===== config.mk =====
export PLATFORM = sky130hd
export DESIGN_NAME = avl_uart_slave_flat
export DESIGN_NICKNAME = d
export VERILOG_FILES = /design/src/rtl/avl_uart_slave_if.sv /design/src/rtl/avl_uart_slave.sv /design/src/flat_wrapper.sv
export SDC_FILE = /design/constraint.sdc
export NUM_CORES = 1
export LEC_CHECK = 0
export ABC_AREA = 1
export CORE_ASPECT_RATIO = 0.9
export CORE_MARGIN = 3
export CORE_UTILIZATION = 55
export CTS_BUF_LIST = sky130_fd_sc_hd__clkbuf_16
export CTS_CLUSTER_DIAMETER = 200
export CTS_CLUSTER_SIZE = 10
export DETAILED_ROUTE_END_ITERATION = 10
export GPL_TIMING_DRIVEN = 0
export PLACE_DENSITY = 0.75
export SLEW_MARGIN = 20
export SYNTH_ARGS = -nofsm -noshare
export SYNTH_HDL_FRONTEND = slang
export SYNTH_SLANG_ARGS = --single-unit

===== constraint.sdc =====
create_clock -name clk -period 4.8 [get_ports clk]
set_clock_uncertainty 0.15 [all_clocks]
set_input_delay 0.72 -clock clk [delete_from_list [all_inputs] [get_ports clk]]
set_output_delay 0.72 -clock clk [all_outputs]
set_load 0.02 [all_outputs]

===== src/rtl/avl_uart_slave_if.sv =====
// Avalon-MM register-window bus between the core's data master and the UART slave.
interface avl_uart_slave_if;
  logic [1:0]  address;
  logic [3:0]  byteenable;
  logic        read;
  logic        write;
  logic [31:0] writedata;
  logic [31:0] readdata;
  logic        waitrequest;

  modport slave  (input  address, byteenable, read, write, writedata,
                  output readdata, waitrequest);
  modport master (output address, byteenable, read, write, writedata,
                  input  readdata, waitrequest);
endinterface


===== src/rtl/avl_uart_slave.sv =====
// Avalon-MM 8N1 UART: TX FIFO, single-byte RX holding register, programmable divisor, level IRQ.
module avl_uart_slave #(
  parameter int unsigned DIV_RESET  = 434,
  parameter int unsigned FIFO_DEPTH = 8
) (
  input  logic            clk,
  input  logic            reset,
  avl_uart_slave_if.slave avl,
  input  logic            uart_rx,
  output logic            uart_tx,
  output logic            irq
);
  localparam int unsigned PTR_W = (FIFO_DEPTH > 1) ? $clog2(FIFO_DEPTH) : 1;
  localparam int unsigned CNT_W = $clog2(FIFO_DEPTH + 1);
  localparam int unsigned DIV_W = 16;
  localparam logic [1:0] A_DATA = 2'd0, A_STATUS = 2'd1, A_BAUD = 2'd2, A_CTRL = 2'd3;

  typedef enum logic [1:0] {TX_IDLE, TX_START, TX_DATA, TX_STOP} tx_state_t;
  typedef enum logic [2:0] {RX_IDLE, RX_START, RX_DATA, RX_STOP, RX_WAIT} rx_state_t;

  logic [DIV_W-1:0] div;
  logic             rx_ie, tx_ie, rd_phase;
  logic             rx_valid, overrun, frame_err;
  logic [7:0]       rx_byte;

  logic [7:0]       mem [FIFO_DEPTH];
  logic [PTR_W-1:0] wr_ptr, rd_ptr;
  logic [CNT_W-1:0] count;
  logic             tx_full, tx_empty, push, fifo_pop;

  tx_state_t        tx_state, tx_state_n;
  logic [DIV_W-1:0] tx_cnt, tx_cnt_n;
  logic [2:0]       tx_bit, tx_bit_n;
  logic             tx_line_n;
  logic [7:0]       tx_data;

  rx_state_t        rx_state, rx_state_n;
  logic [DIV_W-1:0] rx_cnt, rx_cnt_n;
  logic [2:0]       rx_bit, rx_bit_n;
  logic [7:0]       rx_shift, rx_shift_n;
  logic             rx_load, ferr_set;
  logic [1:0]       rx_sync;
  logic             rx_s, rx_prev;

  logic             rd_first, rd_done, wr_acc, wr_data, rx_pop;
  logic [31:0]      status, rd_mux;
  logic             unused;

  assign unused = ^{avl.byteenable, avl.writedata[31:16]};

  // Bus decode: reads always take one wait state; DATA writes stall only on a full FIFO with no pop.
  assign rd_first        = avl.read && !rd_phase;
  assign rd_done         = avl.read && rd_phase;
  assign wr_acc          = avl.write && !avl.read;
  assign wr_data         = wr_acc && (avl.address == A_DATA);
  assign tx_full         = (count == CNT_W'(FIFO_DEPTH));
  assign tx_empty        = (count == '0) && (tx_state == TX_IDLE);
  assign push            = wr_data && !(tx_full && !fifo_pop);
  assign avl.waitrequest = rd_first || (wr_data && tx_full && !fifo_pop);
  assign rx_pop          = rd_done && (avl.address == A_DATA) && rx_valid;
  assign rx_s            = rx_sync[1];

  assign status = {19'b0, 4'(count), 4'b0, frame_err, overrun, rx_valid, tx_empty, tx_full};

  always_comb begin
    rd_mux = '0;
    case (avl.address)
      A_DATA:   rd_mux = rx_valid ? {24'b0, rx_byte} : '0;
      A_STATUS: rd_mux = status;
      A_BAUD:   rd_mux = {16'b0, div};
      default:  rd_mux = {30'b0, tx_ie, rx_ie};
    endcase
  end

  // Register file, RX holding register and IRQ.
  always_ff @(posedge clk or posedge reset) begin
    if (reset) begin
      avl.readdata <= '0;
      rd_phase     <= 1'b0;
      div          <= DIV_W'(DIV_RESET);
      rx_ie        <= 1'b0;
      tx_ie        <= 1'b0;
      rx_valid     <= 1'b0;
      overrun      <= 1'b0;
      frame_err    <= 1'b0;
      rx_byte      <= '0;
      irq          <= 1'b0;
    end else begin
      rd_phase <= rd_first;
      if (rd_first) avl.readdata <= rd_mux;
      if (wr_acc && avl.address == A_BAUD)
        div <= (avl.writedata[15:0] < 16'd2) ? DIV_W'(2) : avl.writedata[15:0];
      if (wr_acc && avl.address == A_CTRL) begin
        rx_ie <= avl.writedata[0];
        tx_ie <= avl.writedata[1];
      end
      // Set beats W1C; a load beats a same-cycle pop and does not count as overrun.
      if (rx_load) begin
        rx_byte  <= rx_shift;
        rx_valid <= 1'b1;
      end else if (rx_pop) begin
        rx_valid <= 1'b0;
      end
      if (rx_load && rx_valid && !rx_pop) overrun <= 1'b1;
      else if (wr_acc && avl.address == A_STATUS && avl.writedata[3]) overrun <= 1'b0;
      if (ferr_set) frame_err <= 1'b1;
      else if (wr_acc && avl.address == A_STATUS && avl.writedata[4]) frame_err <= 1'b0;
      irq <= (rx_valid && rx_ie) || (tx_empty && tx_ie);
    end
  end

  // TX FIFO storage carries no reset; pointers and count do.
  always_ff @(posedge clk) begin
    if (push) mem[wr_ptr] <= avl.writedata[7:0];
  end

  always_ff @(posedge clk or posedge reset) begin
    if (reset) begin
      wr_ptr  <= '0;
      rd_ptr  <= '0;
      count   <= '0;
      tx_data <= '0;
    end else begin
      if (push) wr_ptr <= wr_ptr + PTR_W'(1);
      if (fifo_pop) begin
        rd_ptr  <= rd_ptr + PTR_W'(1);
        tx_data <= mem[rd_ptr];
      end
      count <= count + CNT_W'(push) - CNT_W'(fifo_pop);
    end
  end

  // TX FSM state register; uart_tx is registered from the next-state logic.
  always_ff @(posedge clk or posedge reset) begin
    if (reset) begin
      tx_state <= TX_IDLE;
      tx_cnt   <= '0;
      tx_bit   <= '0;
      uart_tx  <= 1'b1;
    end else begin
      tx_state <= tx_state_n;
      tx_cnt   <= tx_cnt_n;
      tx_bit   <= tx_bit_n;
      uart_tx  <= tx_line_n;
    end
  end

  always_comb begin
    tx_state_n = tx_state;
    tx_cnt_n   = tx_cnt;
    tx_bit_n   = tx_bit;
    tx_line_n  = uart_tx;
    fifo_pop   = 1'b0;
    case (tx_state)
      TX_IDLE: begin
        tx_line_n = 1'b1;
        if (count != '0) begin
          fifo_pop   = 1'b1;
          tx_state_n = TX_START;
          tx_cnt_n   = div - DIV_W'(1);
          tx_line_n  = 1'b0;
        end
      end
      TX_START: begin
        if (tx_cnt == '0) begin
          tx_state_n = TX_DATA;
          tx_cnt_n   = div - DIV_W'(1);
          tx_bit_n   = '0;
          tx_line_n  = tx_data[0];
        end else tx_cnt_n = tx_cnt - DIV_W'(1);
      end
      TX_DATA: begin
        if (tx_cnt == '0) begin
          tx_cnt_n = div - DIV_W'(1);
          if (tx_bit == 3'd7) begin
            tx_state_n = TX_STOP;
            tx_line_n  = 1'b1;
          end else begin
            tx_bit_n  = tx_bit + 3'd1;
            tx_line_n = tx_data[tx_bit_n];
          end
        end else tx_cnt_n = tx_cnt - DIV_W'(1);
      end
      default: begin
        if (tx_cnt == '0) begin
          if (count != '0) begin
            fifo_pop   = 1'b1;
            tx_state_n = TX_START;
            tx_cnt_n   = div - DIV_W'(1);
            tx_line_n  = 1'b0;
          end else begin
            tx_state_n = TX_IDLE;
            tx_line_n  = 1'b1;
          end
        end else tx_cnt_n = tx_cnt - DIV_W'(1);
      end
    endcase
  end

  // RX synchronizer and FSM state register.
  always_ff @(posedge clk or posedge reset) begin
    if (reset) begin
      rx_sync  <= 2'b11;
      rx_prev  <= 1'b1;
      rx_state <= RX_IDLE;
      rx_cnt   <= '0;
      rx_bit   <= '0;
      rx_shift <= '0;
    end else begin
      rx_sync  <= {rx_sync[0], uart_rx};
      rx_prev  <= rx_s;
      rx_state <= rx_state_n;
      rx_cnt   <= rx_cnt_n;
      rx_bit   <= rx_bit_n;
      rx_shift <= rx_shift_n;
    end
  end

  always_comb begin
    rx_state_n = rx_state;
    rx_cnt_n   = rx_cnt;
    rx_bit_n   = rx_bit;
    rx_shift_n = rx_shift;
    rx_load    = 1'b0;
    ferr_set   = 1'b0;
    case (rx_state)
      RX_IDLE: begin
        if (rx_prev && !rx_s) begin
          rx_state_n = RX_START;
          rx_cnt_n   = (div >> 1) - DIV_W'(1);
        end
      end
      RX_START: begin
        if (rx_cnt == '0) begin
          if (rx_s) rx_state_n = RX_IDLE;
          else begin
            rx_state_n = RX_DATA;
            rx_cnt_n   = div - DIV_W'(1);
            rx_bit_n   = '0;
          end
        end else rx_cnt_n = rx_cnt - DIV_W'(1);
      end
      RX_DATA: begin
        if (rx_cnt == '0) begin
          rx_shift_n = {rx_s, rx_shift[7:1]};
          rx_cnt_n   = div - DIV_W'(1);
          if (rx_bit == 3'd7) rx_state_n = RX_STOP;
          else rx_bit_n = rx_bit + 3'd1;
        end else rx_cnt_n = rx_cnt - DIV_W'(1);
      end
      RX_STOP: begin
        if (rx_cnt == '0) begin
          if (rx_s) begin
            rx_load    = 1'b1;
            rx_state_n = RX_IDLE;
          end else begin
            ferr_set   = 1'b1;
            rx_state_n = RX_WAIT;
          end
        end else rx_cnt_n = rx_cnt - DIV_W'(1);
      end
      default: begin
        if (rx_s) rx_state_n = RX_IDLE;
      end
    endcase
  end
endmodule


===== src/flat_wrapper.sv =====
// flat-port wrapper written by rule: the top's interface ports become plain ports
module avl_uart_slave_flat 
#(
  parameter int unsigned DIV_RESET  = 434,
  parameter int unsigned FIFO_DEPTH = 8
)
  (clk, reset, uart_rx, uart_tx, irq, avl_address, avl_byteenable, avl_read, avl_write, avl_writedata, avl_readdata, avl_waitrequest);
  avl_uart_slave_if avl_i ();
  input  logic clk;
  input  logic reset;
  input  logic uart_rx;
  output logic uart_tx;
  output logic irq;
  input wire logic [$bits(avl_i.address)-1:0] avl_address;
  input wire logic [$bits(avl_i.byteenable)-1:0] avl_byteenable;
  input wire logic [$bits(avl_i.read)-1:0] avl_read;
  input wire logic [$bits(avl_i.write)-1:0] avl_write;
  input wire logic [$bits(avl_i.writedata)-1:0] avl_writedata;
  output wire logic [$bits(avl_i.readdata)-1:0] avl_readdata;
  output wire logic [$bits(avl_i.waitrequest)-1:0] avl_waitrequest;
  assign avl_i.address = avl_address;
  assign avl_i.byteenable = avl_byteenable;
  assign avl_i.read = avl_read;
  assign avl_i.write = avl_write;
  assign avl_i.writedata = avl_writedata;
  assign avl_readdata = avl_i.readdata;
  assign avl_waitrequest = avl_i.waitrequest;
  avl_uart_slave #(.DIV_RESET(DIV_RESET), .FIFO_DEPTH(FIFO_DEPTH)) u_core (.clk(clk), .reset(reset), .avl(avl_i), .uart_rx(uart_rx), .uart_tx(uart_tx), .irq(irq));
endmodule

==> flow_summary.yaml <==
critical_path:
  cp.required_ns: 3.93
  reg2reg_to: "u_core.mem[7][2]"
  path_cells: "inv_1 > ha_1 > nand3_1 > inv_1 > nor2_1 > o21ai_4 > nand2_1 > o21ai_0 > clkdlybuf4s50_1"
  cp-end-kind: "output port"
  max_stage_delay_ns: 0.65
  path_common_cell: "inv_1"
  cp_max_fo: 8
  crit_family: "buffers and inverters"
  regToRegSetupSlack_ns: 1.78
  worst-path-buf-inv: 3
  r2r_cells: 9
  path_class: "flip-flop to output port"
  cpMaxStageDelayCell: "clkdlybuf4s50_1"
  startpoint_type: "flip-flop"
  worstPathArrival_ns: 2.88
  r2r-start: "u_core.count[2]"
worst_hold_path:
  hold_path_depth: 0
  worstHoldPathType: "flip-flop to flip-flop"
  whs_endpoint: "u_core.rx_sync[1]"
  worstHoldStart: "u_core.rx_sync[0]"
clock_tree:
  cts_hold_buf: 0
  ctsResizeCount: 0
  post_cts_buffers: 0
  clk_path_buf_depth: 2
  insertion_delay_ns: 0.44
  clockRootBuffer: "clkbuf_16"
  cts_tree: "yes"
  cts_buffers: 17
  htreeDepth: 4
  clkSinkCount: 184
  clk_pin_slew_worst_paths_ns: 0.08
job:
  drv_cap: 0
die:
  die_w_um: 151
  rows: 47
  fp.dieArea_um2: 20700
  core-area_um2: 18500
  pin_count: 78
  initial_core_util_pct: 56.5
  die_y_um: 137
power:
  power_density_nw_per_um2: 570
  ir_drop_mv: 0.344
  p_leak_nw: 5.38
final_layout:
  layout-drive-gt1-share_pct: 8.42
  fin_util_pct: 64.1
  num_antenna_cells: 0
  fin_nets: 1490
  fin_area_um2: 11900
  area_growth_syn_to_layout_pct: 13.5
logic_synthesis:
  ys_types: 51
  async_flop_share_pct: 65.2
  ys.warnings.count: 0
  synth_edf_count: 64
  synth_area_leader_cell: "dfrtp_1"
  synth_seq_cells: 184
  synth_top_area_share_pct: 26.6
  yosysSeqAreaShare_pct: 47.2
  synth_top_flop_cell: "dfrtp_1"
  synth_area_leaders: "dfrtp_1, edfxtp_1, nand2_1, nand3_1, o21ai_0"
  syn-cell-area_um2: 10500
  synth_commonest_cells: "nand2_1, nor2_1, nand3_1"
  postSynthAreaPerCell_um2: 7.76
  synth_most_common_cell: "nand2_1"
  syn_inst: 1348
drt:
  ant_nets: 0
  num_vias: 9391
  routed_via_density: 5.58
  routed_wl_um: 27900
  drc: 0
  drtIter0Drc: 936
  wire_per_inst_um: 16.6
  first_pass_iters: 6
place:
  dp_hpwl_um: 20600
  place_area_um2: 11300
  port_buffers: 41
  globalplace.congestion: 0.928
sta:
  setup_viol: 0
  slew_violations: 0
  rsz0062_at_grt: "false"
  fmax_mhz: 267
  worst_pin_slew_ns: 0.967
  setup_tns_ns: 0
  slew_headroom_pct: 35.3
  final.min_clock_period_ns: 3.75
  hold_violations: 0
  post-route-period-util_pct: 78.1
grt:
  grt_max_degree: 75
  grt_remaining_overflow: 0
  grt_usage_pct: 27.9
  antenna_found_initial: 0
  grt_pass1_vias: 8582
  grt_pass1_wl_um: 44600
run_status:
  status: "finished, final reports clean"
-- cell families after synthesis --
| group | Yosys count | share of synthesized area [%] |
|---|---|---|
| other cells | 1 | 0.0359 |
| buf+inv | 177 | 7.48 |
| flops | 184 | 47.2 |
| compound gates | 192 | 10.2 |
| mux | 2 | 0.215 |
| fa+ha+maj | 23 | 2.82 |
| xor+xnor | 24 | 2.01 |
| simple gates | 745 | 30.1 |
-- state kept, by name, summed over array words and instances, names as in the netlist, 4 cells and up --
register	flops
u_core.mem	64
u_core.avl.readdata	16
u_core.div	16
u_core.rx_cnt	16
u_core.tx_cnt	16
u_core.rx_byte	8
u_core.rx_shift	8
u_core.tx_data	8
u_core.count	4
-- worst max path at each step --
stage,startpoint,endpoint,slack (ns),cells past startpoint
floorplan,reset,u_core.avl.readdata[0],0.76,1
detailed placement,avl_read,avl_waitrequest,1.12,7
finish,u_core.count[2],avl_waitrequest,1.05,9
global placement,reset,u_core.tx_data[3],-1.03,2
global route,u_core.count[2],avl_waitrequest,0.97,9
CTS,avl_read,avl_waitrequest,1.11,7
-- layout make-up --
class                   count  area [um^2]
inverters                 124          475
fillers                  1560         6660
well taps                 245          307
clock buffers              17          425
flip-flops and latches    184         4940
multi-input cells        1002         4800
plain buffers              53          312
clock inverters            15          176
repair buffers             42          438
-- worst register-to-register path: stages, from the launching register on --
cell and delay (ns):
dfrtp_1 0.37, inv_1 0.09, ha_1 0.20, nand3_1 0.20
inv_1 0.21, nor2_1 0.21, o21ai_4 0.14, a21oi_4 0.20
nand2_1 0.13, nor2_1 0.75
-- routing by layer --
metal	vias to the layer above	GRT usage [%]	share of wire (%)
met5	-	0	0
met3	54	5.89	8.9
li1	4536	-	-
met2	387	42.1	44
met4	0	8.16	2.2
met1	4414	40.7	45
-- metrics by stage --
stage / power, mW / cells / worst slack [ns] / hold slack, ns
floorplan: 4.46 / 1363 / 0.759 / 0.195
global placement: 5.23 / 1649 / -1.03 / 0.197
detailed placement: 5.31 / 1650 / 1.12 / 0.198
CTS: 6.74 / 1682 / 1.11 / 0.211
global route: 7.28 / 1682 / 0.965 / 0.211
finish: 6.77 / 1682 / 1.05 / 0.211
-- power breakdown --
group,switching (mW),internal [mW],leakage (nW)
sequential,0.331,1.95,2.08
clock,0.710,0.706,0.295
combinational,2.03,1.04,3.00
-- cell usage in the layout (no fill, tap or decap), types with 17 or more instances in the layout --
cell type	instances
nand2_1	423
nor2_1	141
nand3_1	131
o21ai_0	116
dfrtp_1	111
inv_1	109
edfxtp_1	64
clkdlybuf4s50_1	41
ha_1	22
a21oi_1	20
buf_4	19
o22ai_1	18
xor2_1	17
clkbuf_1	17
clkbuf_16	17
Note: power is estimated with default switching activity, not from simulation.
